$ cat src/rtl/fp_cmp_pkg.sv
`default_nettype none
// +----------------------------------------------------------------------------+
// | fp_cmp_pkg                                                                 |
// | Shared definitions for the shared FP greater-or-equal comparator:          |
// | exception encodings, field positions and the in-flight tag type.           |
// | Optional feature macro: FP_CMP_UNORD_EN (adds the unordered tag bit).      |
// | Revision: 1.0                                                              |
// +----------------------------------------------------------------------------+
package fp_cmp_pkg;

  // Two-bit exception field at the top of every operand.
  localparam logic [1:0] EXN_ZERO = 2'b00;
  localparam logic [1:0] EXN_NORM = 2'b01;
  localparam logic [1:0] EXN_INF  = 2'b10;
  localparam logic [1:0] EXN_NAN  = 2'b11;

  // Format below the exception field: sign, 11-bit exponent, 23-bit mantissa.
  localparam int EXP_W = 11;
  localparam int MAN_W = 23;

  // Requester id width; covers up to 8 requesters.
  localparam int ID_W = 3;

  // Field positions for an operand whose MSB index is w.
  function automatic int exn_lsb(input int w);
    return w - 1;
  endfunction

  function automatic int sign_idx(input int w);
    return w - 2;
  endfunction

  // Exponent and mantissa are contiguous, so together they form an unsigned
  // magnitude key ending at this index.
  function automatic int mag_msb(input int w);
    return w - 3;
  endfunction

  // Tag carried alongside each compare through the subtractor pipeline.
  typedef struct packed {
    logic            valid;
    logic [ID_W-1:0] id;
`ifdef FP_CMP_UNORD_EN
    logic            unord;
`endif
  } tag_t;

endpackage
`default_nettype wire

$ cat src/rtl/fp_cmp_core.sv
`default_nettype none
// +----------------------------------------------------------------------------+
// | fp_cmp_core                                                                |
// | Pipelined FP subtractor (X - Y) followed by a registered ge decision.      |
// | Total latency SUB_LAT+1 cycles. Only the exception and sign fields of the  |
// | difference are formed, since the decision uses nothing else.               |
// | Optional feature macro: FP_CMP_UNORD_EN (exports the R-is-NaN flag).       |
// | Revision: 1.0                                                              |
// +----------------------------------------------------------------------------+
module fp_cmp_core
  import fp_cmp_pkg::*;
#(
  parameter int WIDTH   = 36,
  parameter int SUB_LAT = 2
) (
  input  logic           clk,
  input  logic           rst,
  input  logic [WIDTH:0] x,
  input  logic [WIDTH:0] y,
`ifdef FP_CMP_UNORD_EN
  output logic           r_nan,
`endif
  output logic           ge
);

  localparam int EXN_LSB  = exn_lsb(WIDTH);
  localparam int SIGN_IDX = sign_idx(WIDTH);
  localparam int MAG_MSB  = mag_msb(WIDTH);

  logic [1:0]         x_exn, y_exn;
  logic               x_sgn, y_sgn, x_neg, y_neg, x_gt;
  logic [MAG_MSB+1:0] x_mag, y_mag;
  logic [2:0]         r_res;          // {exn, sign} of the difference
  logic [2:0]         sub_d [SUB_LAT];
  logic [2:0]         sub_q [SUB_LAT];
  logic               ge_d, ge_q, nan_d, nan_q;

  // Difference classification: NaN/inf rules first, then a signed magnitude order.
  always_comb begin
    x_exn = x[WIDTH:EXN_LSB];
    y_exn = y[WIDTH:EXN_LSB];
    x_sgn = x[SIGN_IDX];
    y_sgn = y[SIGN_IDX];
    // Leading 1 keeps the smallest normal distinct from zero.
    x_mag = (x_exn == EXN_ZERO) ? '0 : {1'b1, x[MAG_MSB:0]};
    y_mag = (y_exn == EXN_ZERO) ? '0 : {1'b1, y[MAG_MSB:0]};
    x_neg = x_sgn && (x_exn != EXN_ZERO);
    y_neg = y_sgn && (y_exn != EXN_ZERO);
    x_gt  = x_neg ? (y_neg && (x_mag < y_mag)) : (y_neg || (x_mag > y_mag));
    r_res = {EXN_ZERO, 1'b0};
    if ((x_exn == EXN_NAN) || (y_exn == EXN_NAN)) begin
      r_res = {EXN_NAN, 1'b0};
    end else if ((x_exn == EXN_INF) && (y_exn == EXN_INF)) begin
      // inf - inf of equal sign has no value.
      r_res = (x_sgn == y_sgn) ? {EXN_NAN, 1'b0} : {EXN_INF, x_sgn};
    end else if (x_exn == EXN_INF) begin
      r_res = {EXN_INF, x_sgn};
    end else if (y_exn == EXN_INF) begin
      r_res = {EXN_INF, ~y_sgn};
    end else if ((x_mag == y_mag) && (x_neg == y_neg)) begin
      r_res = {EXN_ZERO, 1'b0};
    end else begin
      r_res = {EXN_NORM, ~x_gt};
    end
  end

  // Subtractor pipeline stages and the decision on the final difference.
  always_comb begin
    sub_d[0] = r_res;
    for (int k = 1; k < SUB_LAT; k++) begin
      sub_d[k] = sub_q[k-1];
    end
    case (sub_q[SUB_LAT-1][2:1])
      EXN_ZERO: ge_d = 1'b1;
      EXN_NAN:  ge_d = 1'b0;
      default:  ge_d = ~sub_q[SUB_LAT-1][0];
    endcase
    nan_d = (sub_q[SUB_LAT-1][2:1] == EXN_NAN);
  end

  // Pipeline and decision registers.
  always_ff @(posedge clk or posedge rst) begin
    if (rst) begin
      for (int k = 0; k < SUB_LAT; k++) begin
        sub_q[k] <= '0;
      end
      ge_q  <= 1'b0;
      nan_q <= 1'b0;
    end else begin
      for (int k = 0; k < SUB_LAT; k++) begin
        sub_q[k] <= sub_d[k];
      end
      ge_q  <= ge_d;
      nan_q <= nan_d;
    end
  end

  assign ge = ge_q;
`ifdef FP_CMP_UNORD_EN
  assign r_nan = nan_q;
`else
  logic unused_nan;
  assign unused_nan = nan_q;
`endif

endmodule
`default_nettype wire

$ cat src/rtl/fp_cmp_arbiter.sv
`default_nettype none
// +----------------------------------------------------------------------------+
// | fp_cmp_arbiter                                                             |
// | Round-robin sharing of one pipelined FP ge comparator among NUM_REQ        |
// | requesters. Tags route each result back to its issuer; per-requester       |
// | outstanding counters bound in-flight work.                                 |
// | Optional feature macro: FP_CMP_UNORD_EN (rsp_unord port and tag bit).      |
// | Revision: 1.0                                                              |
// +----------------------------------------------------------------------------+
module fp_cmp_arbiter
  import fp_cmp_pkg::*;
#(
  parameter int NUM_REQ   = 4,
  parameter int WIDTH     = 36,
  parameter int SUB_LAT   = 2,
  parameter int OUTST_MAX = 3
) (
  input  logic                         clk,
  input  logic                         rst,
  input  logic [NUM_REQ-1:0]           req_valid,
  output logic [NUM_REQ-1:0]           req_ready,
  input  logic [NUM_REQ*(WIDTH+1)-1:0] req_a,
  input  logic [NUM_REQ*(WIDTH+1)-1:0] req_b,
  output logic [NUM_REQ-1:0]           rsp_valid,
  output logic                         rsp_ge,
`ifdef FP_CMP_UNORD_EN
  output logic                         rsp_unord,
`endif
  output logic                         busy
);

  localparam int OW       = 3;
  localparam int OPW      = WIDTH + 1;
  localparam int EXN_LSB  = exn_lsb(WIDTH);
  localparam logic [OW-1:0] OUTST_LIM = OW'(OUTST_MAX);

  logic [ID_W-1:0]    ptr_q, ptr_d;
  logic [OW-1:0]      outst_q [NUM_REQ];
  logic [OW-1:0]      outst_d [NUM_REQ];
  tag_t               tag_q [SUB_LAT+1];
  tag_t               tag_d [SUB_LAT+1];
  tag_t               tag_out;
  logic [NUM_REQ-1:0] elig;
  logic               grant_any;
  logic [ID_W-1:0]    grant_id;
  logic [WIDTH:0]     op_a, op_b;
  logic               core_ge;
  int                 idx;

  assign tag_out = tag_q[SUB_LAT];

  // Decode the output-stage tag into a one-hot response pulse.
  always_comb begin
    for (int i = 0; i < NUM_REQ; i++) begin
      rsp_valid[i] = tag_out.valid && (tag_out.id == ID_W'(i));
    end
  end

  // Eligibility, round-robin pick from ptr, and granted-operand mux.
  always_comb begin
    grant_id  = '0;
    grant_any = 1'b0;
    idx       = 0;
    op_a      = '0;
    op_b      = '0;
    for (int i = 0; i < NUM_REQ; i++) begin
      // A full requester may still issue when its oldest compare retires now.
      elig[i] = req_valid[i] && ((outst_q[i] < OUTST_LIM) ||
                ((outst_q[i] == OUTST_LIM) && rsp_valid[i]));
    end
    for (int k = 0; k < NUM_REQ; k++) begin
      idx = int'(ptr_q) + k;
      if (idx >= NUM_REQ) idx = idx - NUM_REQ;
      if (!grant_any && elig[idx]) begin
        grant_any = 1'b1;
        grant_id  = ID_W'(idx);
      end
    end
    for (int i = 0; i < NUM_REQ; i++) begin
      req_ready[i] = grant_any && (grant_id == ID_W'(i));
      if (req_ready[i]) begin
        op_a = req_a[i*OPW +: OPW];
        op_b = req_b[i*OPW +: OPW];
      end
    end
  end

  // Next-state: pointer, outstanding counters and tag shift register.
  always_comb begin
    ptr_d = ptr_q;
    if (grant_any) begin
      ptr_d = (grant_id == ID_W'(NUM_REQ-1)) ? '0 : grant_id + ID_W'(1);
    end
    for (int i = 0; i < NUM_REQ; i++) begin
      outst_d[i] = outst_q[i];
      if (req_ready[i] && !rsp_valid[i]) outst_d[i] = outst_q[i] + OW'(1);
      else if (!req_ready[i] && rsp_valid[i]) outst_d[i] = outst_q[i] - OW'(1);
    end
    tag_d[0].valid = grant_any;
    tag_d[0].id    = grant_id;
`ifdef FP_CMP_UNORD_EN
    // Operand NaNs are flagged at issue; R's NaN is added at the output.
    tag_d[0].unord = grant_any && ((op_a[WIDTH:EXN_LSB] == EXN_NAN) ||
                                   (op_b[WIDTH:EXN_LSB] == EXN_NAN));
`endif
    for (int k = 1; k <= SUB_LAT; k++) begin
      tag_d[k] = tag_q[k-1];
    end
  end

  // Arbiter state; reset discards every in-flight tag.
  always_ff @(posedge clk or posedge rst) begin
    if (rst) begin
      ptr_q <= '0;
      for (int i = 0; i < NUM_REQ; i++) begin
        outst_q[i] <= '0;
      end
      for (int k = 0; k <= SUB_LAT; k++) begin
        tag_q[k] <= '0;
      end
    end else begin
      ptr_q <= ptr_d;
      for (int i = 0; i < NUM_REQ; i++) begin
        outst_q[i] <= outst_d[i];
      end
      for (int k = 0; k <= SUB_LAT; k++) begin
        tag_q[k] <= tag_d[k];
      end
    end
  end

  // Busy while any tag stage holds a live compare.
  always_comb begin
    busy = 1'b0;
    for (int k = 0; k <= SUB_LAT; k++) begin
      busy = busy | tag_q[k].valid;
    end
  end

`ifdef FP_CMP_UNORD_EN
  logic core_nan;

  fp_cmp_core #(.WIDTH(WIDTH), .SUB_LAT(SUB_LAT)) u_core (
    .clk   (clk),
    .rst   (rst),
    .x     (op_a),
    .y     (op_b),
    .r_nan (core_nan),
    .ge    (core_ge)
  );

  assign rsp_unord = tag_out.valid && (tag_out.unord || core_nan);
  assign rsp_ge    = tag_out.valid && core_ge && !rsp_unord;
`else
  fp_cmp_core #(.WIDTH(WIDTH), .SUB_LAT(SUB_LAT)) u_core (
    .clk (clk),
    .rst (rst),
    .x   (op_a),
    .y   (op_b),
    .ge  (core_ge)
  );

  assign rsp_ge = tag_out.valid && core_ge;
`endif

endmodule
`default_nettype wire

$ cat config.mk
export PLATFORM = sky130hd
export DESIGN_NAME = fp_cmp_arbiter
export DESIGN_NICKNAME = d
export VERILOG_FILES = /design/src/rtl/fp_cmp_pkg.sv /design/src/rtl/fp_cmp_core.sv /design/src/rtl/fp_cmp_arbiter.sv
export SDC_FILE = /design/constraint.sdc
export NUM_CORES = 1
export LEC_CHECK = 0
export ABC_AREA = 0
export ABC_CLOCK_PERIOD_IN_PS = 6650
export CAP_MARGIN = 10
export CORE_ASPECT_RATIO = 0.9
export CORE_UTILIZATION = 38
export DETAILED_ROUTE_END_ITERATION = 10
export PLACE_DENSITY = 0.86
export SETUP_SLACK_MARGIN = 0.2
export SLEW_MARGIN = 10
export SYNTH_ARGS = -nofsm -noshare
export SYNTH_HDL_FRONTEND = slang
export SYNTH_HIERARCHICAL = 1
export SYNTH_SLANG_ARGS = --single-unit
$ cat constraint.sdc
create_clock -name clk -period 6.65 [get_ports clk]
set_clock_uncertainty 0.05 [all_clocks]
set_input_delay 1.33 -clock clk [delete_from_list [all_inputs] [get_ports clk]]
set_output_delay 1.33 -clock clk [all_outputs]
set_load 0.05 [all_outputs]
---- Word-level counts from Yosys, hierarchy flattened ----
Index checks and enable logic that the tools add are counted.
operators by class
  add/subtract/negate cells ............... 16
  magnitude comparators ................... 14
  equality and inequality tests ........... 18
  multiplexer cells ....................... 51
  bitwise logic cells ..................... 5
  reductions and logical operators ........ 61
operators with widths
  operator                                                               number
  37-bit two-way mux                                                     8
  32-bit by 4-bit < comparator with 1-bit output, second input constant  4
  32-bit two-way mux                                                     4
  35-bit two-way mux                                                     2
  3-bit two-way mux                                                      17
  35-bit == test                                                         1
  35-bit greater-than comparator                                         1
  35-bit < comparator                                                    1
  1-bit logical AND                                                      33
  3-bit by 2-bit == test with 1-bit output, second input constant        8
  3-bit by 1-bit adder with 3-bit output, second input constant          5
  4-bit by 3-bit subtractor with 5-bit output, second input constant     3
  1-bit two-way mux                                                      13
  4-bit by 3-bit >= comparator with 1-bit output, second input constant  3
  3-bit by 2-bit < comparator with 1-bit output, second input constant   4
  2-bit nonzero test                                                     6
  3-bit by 1-bit subtractor with 3-bit output, second input constant     4
  1-bit zero test                                                        11
  2-bit == test, second input constant                                   5
  3-bit by 2-bit adder with 4-bit output, second input constant          2
  1-bit binary-select mux with 2-bit select                              4
  3-bit by 1-bit == test with 1-bit output, second input constant        2
  2-bit zero test                                                        3
  3-bit zero test                                                        2
  other kinds (9)                                                        19
word-level totals
  register bits after elaboration ......... 34
  input port bits ......................... 302
  output and inout bits ................... 10
  word-level logic and storage cells ...... 179

---- Logic depth before layout (Yosys ltp) ----
  depth after elaboration ................. 35
  gate-level depth with buffers ........... 28
  mapped depth without buffers ............ 22

---- Hierarchy ----
Netlist, hierarchy kept.
modules (own cells, without submodules)
  module          instances  cells an instance  area each (um^2)  sequential area each (um^2)
  fp_cmp_arbiter  1          741                4601.9            675.6
  fp_cmp_core     1          210                1552.7            175.2

---- Worst setup path after synthesis ----
OpenSTA, ideal clock, no wires.
  path type ............................... register -> register
  start ................................... register tag_q, in the netlist tag_out[1]
  end ..................................... register u_core.sub_q, in the netlist u_core/sub_d[0]
  setup time .............................. 134 ps
  arrival ................................. 6747 ps
  data required time ...................... 6466 ps
  path slack .............................. -281 ps
  stages on the path, launching flop included .. 27
  path buffers ............................ 4
  period minus slack after synthesis ...... 6931 ps
  cells stage by stage .................... dfrtp_1 -> nor4b_2 -> o21ai_0 -> mux4_2 -> nand3_1 -> o21ai_0 -> or4_1 -> ha_1 -> clkbuf_1 -> clkbuf_1 -> nand3b_1 -> a21oi_1 -> a21oi_1 -> nor2_1 -> a21oi_1 -> a21oi_1 -> or2_2 -> clkbuf_1 -> clkbuf_1 -> nand2_1 -> ha_1 -> nand4_2 -> nor4_2 -> nand2_1 -> or4b_4 -> a31oi_1 -> mux2i_1
between the ends
  longest elaborated chain between the ends .. 35
  elaborated cells on any way between the ends .. 93
  classes of those cells .................. order compare (2); eq/ne (13); mux (37); bitwise (2); reduce/logical (39)
ends and longest elaborated chain
  what                                                  RTL line               text
  from (decl)                                           fp_cmp_arbiter.sv:40   tag_t tag_q [SUB_LAT+1];
  from (signal, indexed assignment)                     fp_cmp_arbiter.sv:127  tag_q[k] <= tag_d[k];
  3-bit zero test (*)                                   fp_cmp_arbiter.sv:55   rsp_valid[i] = tag_out.valid && (tag_out.id == ID_W'(i));
  1-bit logical AND (*)                                 fp_cmp_arbiter.sv:55
  net rsp_valid[0]                                      fp_cmp_arbiter.sv:24   output logic [NUM_REQ-1:0] rsp_valid,
  1-bit logical AND (*)                                 fp_cmp_arbiter.sv:69   ((outst_q[i] == OUTST_LIM) && rsp_valid[i]));
  1-bit logical OR (*)                                  fp_cmp_arbiter.sv:68   elig[i] = req_valid[i] && ((outst_q[i] < OUTST_LIM) ||
  1-bit logical AND (*)                                 fp_cmp_arbiter.sv:68
  1-bit binary-select mux with 2-bit select             fp_cmp_arbiter.sv:74   if (!grant_any && elig[idx]) begin
  1-bit two-way mux (implied by the code) (2 in a row)  fp_cmp_arbiter.sv:74
  [... 10 more ...]                                     n/a
  net grant_id[0]                                       fp_cmp_arbiter.sv:45   logic [ID_W-1:0] grant_id;
  [... 6 more ...]                                      n/a
  net op_b[35]                                          fp_cmp_arbiter.sv:46   logic [WIDTH:0] op_a, op_b;
  [... 4 more ...]                                      n/a
  1-bit two-way mux                                     fp_cmp_core.sv:49      x_gt = x_neg ? (y_neg && (x_mag < y_mag)) : (y_neg || (x_mag > y_mag));
  1-bit NOT                                             fp_cmp_core.sv:63      r_res = {EXN_NORM, ~x_gt};
  2-bit two-way mux                                     fp_cmp_core.sv:60      end else if ((x_mag == y_mag) && (x_neg == y_neg)) begin
  3-bit two-way mux                                     fp_cmp_core.sv:58      end else if (y_exn == EXN_INF) begin
  3-bit two-way mux                                     fp_cmp_core.sv:56      end else if (x_exn == EXN_INF) begin
  3-bit two-way mux                                     fp_cmp_core.sv:53      end else if ((x_exn == EXN_INF) && (y_exn == EXN_INF)) begin
  3-bit two-way mux (*)                                 fp_cmp_core.sv:51      if ((x_exn == EXN_NAN) || (y_exn == EXN_NAN)) begin
  net u_core.r_res[0]                                   fp_cmp_core.sv:33      logic [2:0] r_res;
  to (signal, indexed assignment)                       fp_cmp_core.sv:91      sub_q[k] <= sub_d[k];
  to (decl)                                             fp_cmp_core.sv:35      logic [2:0] sub_q [SUB_LAT];
Mark *: on every way through the listed nets, which the timed path passes. The rest lies on a longest branch. The select of a mux whose other input is x is not followed.
A chain may end at the register's enable or synchronous reset.

---- Final worst setup path ----
  start ................................... input port req_valid[3]
  end ..................................... register u_core.sub_q, in the netlist u_core/sub_d[0]
between the ends
  longest elaborated chain between the ends .. 31
  elaborated cells on any way between the ends .. 74
  classes of those cells .................. order compare (2); eq/ne (10); mux (37); bitwise (2); reduce/logical (23)
ends and longest elaborated chain
  what                                                  RTL line              text
  from (decl)                                           fp_cmp_arbiter.sv:20  input logic [NUM_REQ-1:0] req_valid,
  1-bit logical AND (*)                                 fp_cmp_arbiter.sv:68
  1-bit binary-select mux with 2-bit select             fp_cmp_arbiter.sv:74
  1-bit two-way mux (implied by the code) (2 in a row)  fp_cmp_arbiter.sv:74
  1-bit two-way mux                                     fp_cmp_arbiter.sv:74
  1-bit zero test                                       fp_cmp_arbiter.sv:74
  1-bit logical AND                                     fp_cmp_arbiter.sv:74
  1-bit two-way mux                                     fp_cmp_arbiter.sv:74
  1-bit zero test                                       fp_cmp_arbiter.sv:74
  [... 5 more ...]                                      n/a
  net grant_id[0]                                       fp_cmp_arbiter.sv:45
  [... 6 more ...]                                      n/a
  net op_a[36]                                          fp_cmp_arbiter.sv:46
  [... 4 more ...]                                      n/a
  1-bit two-way mux                                     fp_cmp_core.sv:49
  1-bit NOT                                             fp_cmp_core.sv:63
  2-bit two-way mux                                     fp_cmp_core.sv:60
  3-bit two-way mux                                     fp_cmp_core.sv:58
  3-bit two-way mux                                     fp_cmp_core.sv:56
  3-bit two-way mux                                     fp_cmp_core.sv:53
  3-bit two-way mux (*)                                 fp_cmp_core.sv:51
  net u_core.r_res[0]                                   fp_cmp_core.sv:33
Marked as above.

==> results.ini <==
[synthesis]
syn_area_per_cell_sq_um = 6.47
syn-num-nets = 1304
syn_area_sq_um = 6150
yosys.cell_types.count = 66
yosys.area_share.simple_pct = 31.4
synth_compound_area_share_pct = 31.7
synth_xor_area_share_pct = 1.99
yosysSeqAreaShare_pct = 13.8
synth.area.mux_share_pct = 3.21
yosys_warnings = 6
ys_async_sr_fraction_pct = 100
synth_seq_cells = 34
synth_top_family_by_area = compound AO/OA/AOI/OAI gates
postSynthCellCount = 951
synth_top_flop_cell = dfrtp_1
synth_fa_ha_area_share_pct = 10.9
synth_edf_count = 0

[die]
initial_core_util_pct = 39.4
row_count = 43
die_area_sq_um = 16700
core_region_area_sq_um = 15600
io_pins = 312
die-height_um = 123
die_x_um = 136

[cells_and_area]
nets = 1601
synthToLayoutAreaGrowth_pct = 68.0
mostFrequentLayoutCell = clkdlybuf4s50_1
nFillCells = 1362
layout-drive-gt1-share_pct = 12.2
final_cell_mix = 307 x clkdlybuf4s50_1, 287 x a21oi_1, 119 x nand2_1, 88 x nor2_1, 73 x nand3b_1
finalCoreUtilization_pct = 66.3
seq_area_sq_um = 851
multi_input_area_sq_um = 5170
diodes = 0

[timing]
hold_violations = 0
fmaxAchievable_mhz = 157
period_needed_ns = 6.35
finalCritPeriodShare_pct = 95.6
worst_slew_pin_slew_ns = 0.925
rsz0062_at_grt = yes
setup_viol = 0
slew_violations = 0
max_slew_margin_pct = 38.1

[worst_setup_path]
r2r_slack_ns = 0.94
worstPathArrival_ns = 6.46
worst_setup_path_end_kind = flop
r2r_start = tag_out[2]
cp-startpoint = req_valid[3]
crit_fanout = 10
crit_end = u_core/sub_d[0]
crit_required_ns = 6.76
r2r_end = u_core/sub_d[0]
crit_path_start_kind = input pin
path_class = input pin to flop
worst_r2r_path_depth = 21

[routing]
vias = 8136
via_per_inst = 5.61
drt_iter0_drc = 483
ant_nets = 0
firstDrtPassIters = 5
drc_errors = 0
wire_per_inst_um = 17.8
drt_wl_total_um = 25800

[outcome]
status = finished, final reports clean

[clock_tree]
root_buffer = clkbuf_16
clk_pin_slew_ns = 0.06
cts_hold_buffers = 0
cts.path.max_buffers = 2
numCtsBuffers = 5
cts_max_level = 2
tritoncts = done
clk_latency_ns = 0.28
cts_sinks = 34

[global_routing]
grt_overflow_total = 0
grt_pass1_vias = 7415
grt_start_max_net_pins = 94
grt_usage_pct = 28.4
grt_pass1_wl_um = 37000
antenna_found_initial = 0

[place]
place_congestion = 1.02
portBuffers = 311
dp_hpwl_um = 19700

[power_and_ir_drop]
power_leakage_nw = 4.07
max-vdd-ir-drop_mv = 0.398
power.density_nw_per_um2 = 559
power_w = 0.00578

[flow_run]
max_cap_violations = 0

[hold_path]
hold_class = flop to flop

## per-stage QoR
| step | hold WS, ns | setup slack [ns] | instances | area, sq um | setup TNS [ns] |
|---|---|---|---|---|---|
| finish | 0.294 | 0.296 | 1451 | 10300 | 0 |
| global route | 0.305 | 0.0429 | 1451 | 10300 | 0 |
| CTS | 0.294 | 0.229 | 1431 | 9870 | 0 |
| global placement | 0.282 | 0.0543 | 1423 | 9700 | 0 |
| detailed placement | 0.288 | -0.0459 | 1423 | 9700 | -0.0459 |
| floorplan | 0.281 | 0.210 | 951 | 6170 | 0 |
## how the worst min path moves through the flow
stage | from | end | slack, ns | cells past startpoint
2_1_floorplan | tag_d[4] | tag_d[0] | 0.28 | 0
3_3_place_gp | tag_d[2] | tag_out[2] | 0.28 | 0
3_5_place_dp | tag_d[0] | tag_out[0] | 0.29 | 0
4_1_cts | tag_d[0] | tag_out[0] | 0.29 | 0
5_1_grt | tag_d[0] | tag_out[0] | 0.30 | 0
6_report | tag_d[0] | tag_out[0] | 0.29 | 0
## metal layers
layer | vias up | share of wire (%) | track usage (%)
met2 | 337 | 50 | 50.3
met1 | 3790 | 40 | 34.5
met3 | 66 | 6.8 | 4.13
met4 | 0 | 3.5 | 10.7
li1 | 3943 | - | -
met5 | - | 0 | 0
## layout make-up
type / instances / area share [%]
multi-input combinational: 806 / 50.0
inverter: 26 / 0.944
sequential: 34 / 8.23
clock inverter: 3 / 0.436
tap: 202 / 2.44
timing repair buffer: 375 / 36.8
clock buffer: 5 / 1.21
## sequential cells by signal, summed over array words and instances, names as in the netlist
name / cells
u_core/ge: 1
u_core/sub_d: 3
outst_q: 12
ptr_q: 3
tag_d: 8
tag_out: 4
u_core/sub_q: 3
## critical path, cell delays in order
cell and delay [ns]:
clkdlybuf4s50_1 0.45, inv_1 0.05, a311o_1 0.29, mux4_2 0.54, nor2_2 0.15, o21ai_2 0.08, or4_4 0.53, ha_4 0.22
a221oi_1 0.27, nor3_1 0.08, a21oi_1 0.14, a21oi_1 0.08, or2_4 0.29, buf_4 0.17, buf_4 0.15, and2_1 0.19
ha_4 0.27, nand4_1 0.20, nor3_2 0.19, or4b_4 0.52, a31oi_4 0.18, mux2i_1 0.09
## cells by family after synthesis
logic type,count (synthesis)
fa+ha+maj,51
xor+xnor,14
buf+inv,111
mux,14
compound gates,357
simple gates,370
flops,34
## power by group
part           switching [W]  leakage, nW  total [W]  internal, W
Clock              0.0000909       0.0760   0.000267     0.000177
Combinational        0.00281         3.58    0.00513      0.00232
Sequential         0.0000732        0.409   0.000378     0.000305
## synth_stat cells (7+ instances only)
cell / instances / area [sq um]
dfrtp_1: 34 / 851
a21oi_2: 10 / 87.6
inv_1: 25 / 93.8
nor3_1: 8 / 40.0
o21ai_0: 11 / 55.1
nand3b_1: 73 / 548
ha_1: 47 / 588
clkbuf_1: 74 / 278
nor2_1: 90 / 338
xor2_1: 9 / 78.8
buf_1: 7 / 26.3
a21oi_1: 298 / 1490
nand2_1: 122 / 458
and2_1: 35 / 219
## timing repair
item                       4_1_cts  5_1_grt
cloned                           0        5
setup endpoints to repair        1        2
pin swaps                        0       21
buffers inserted                 0       14
hold endpoints to repair         0        0
gates resized for setup          1       48
(Power assumes the default switching activity.)
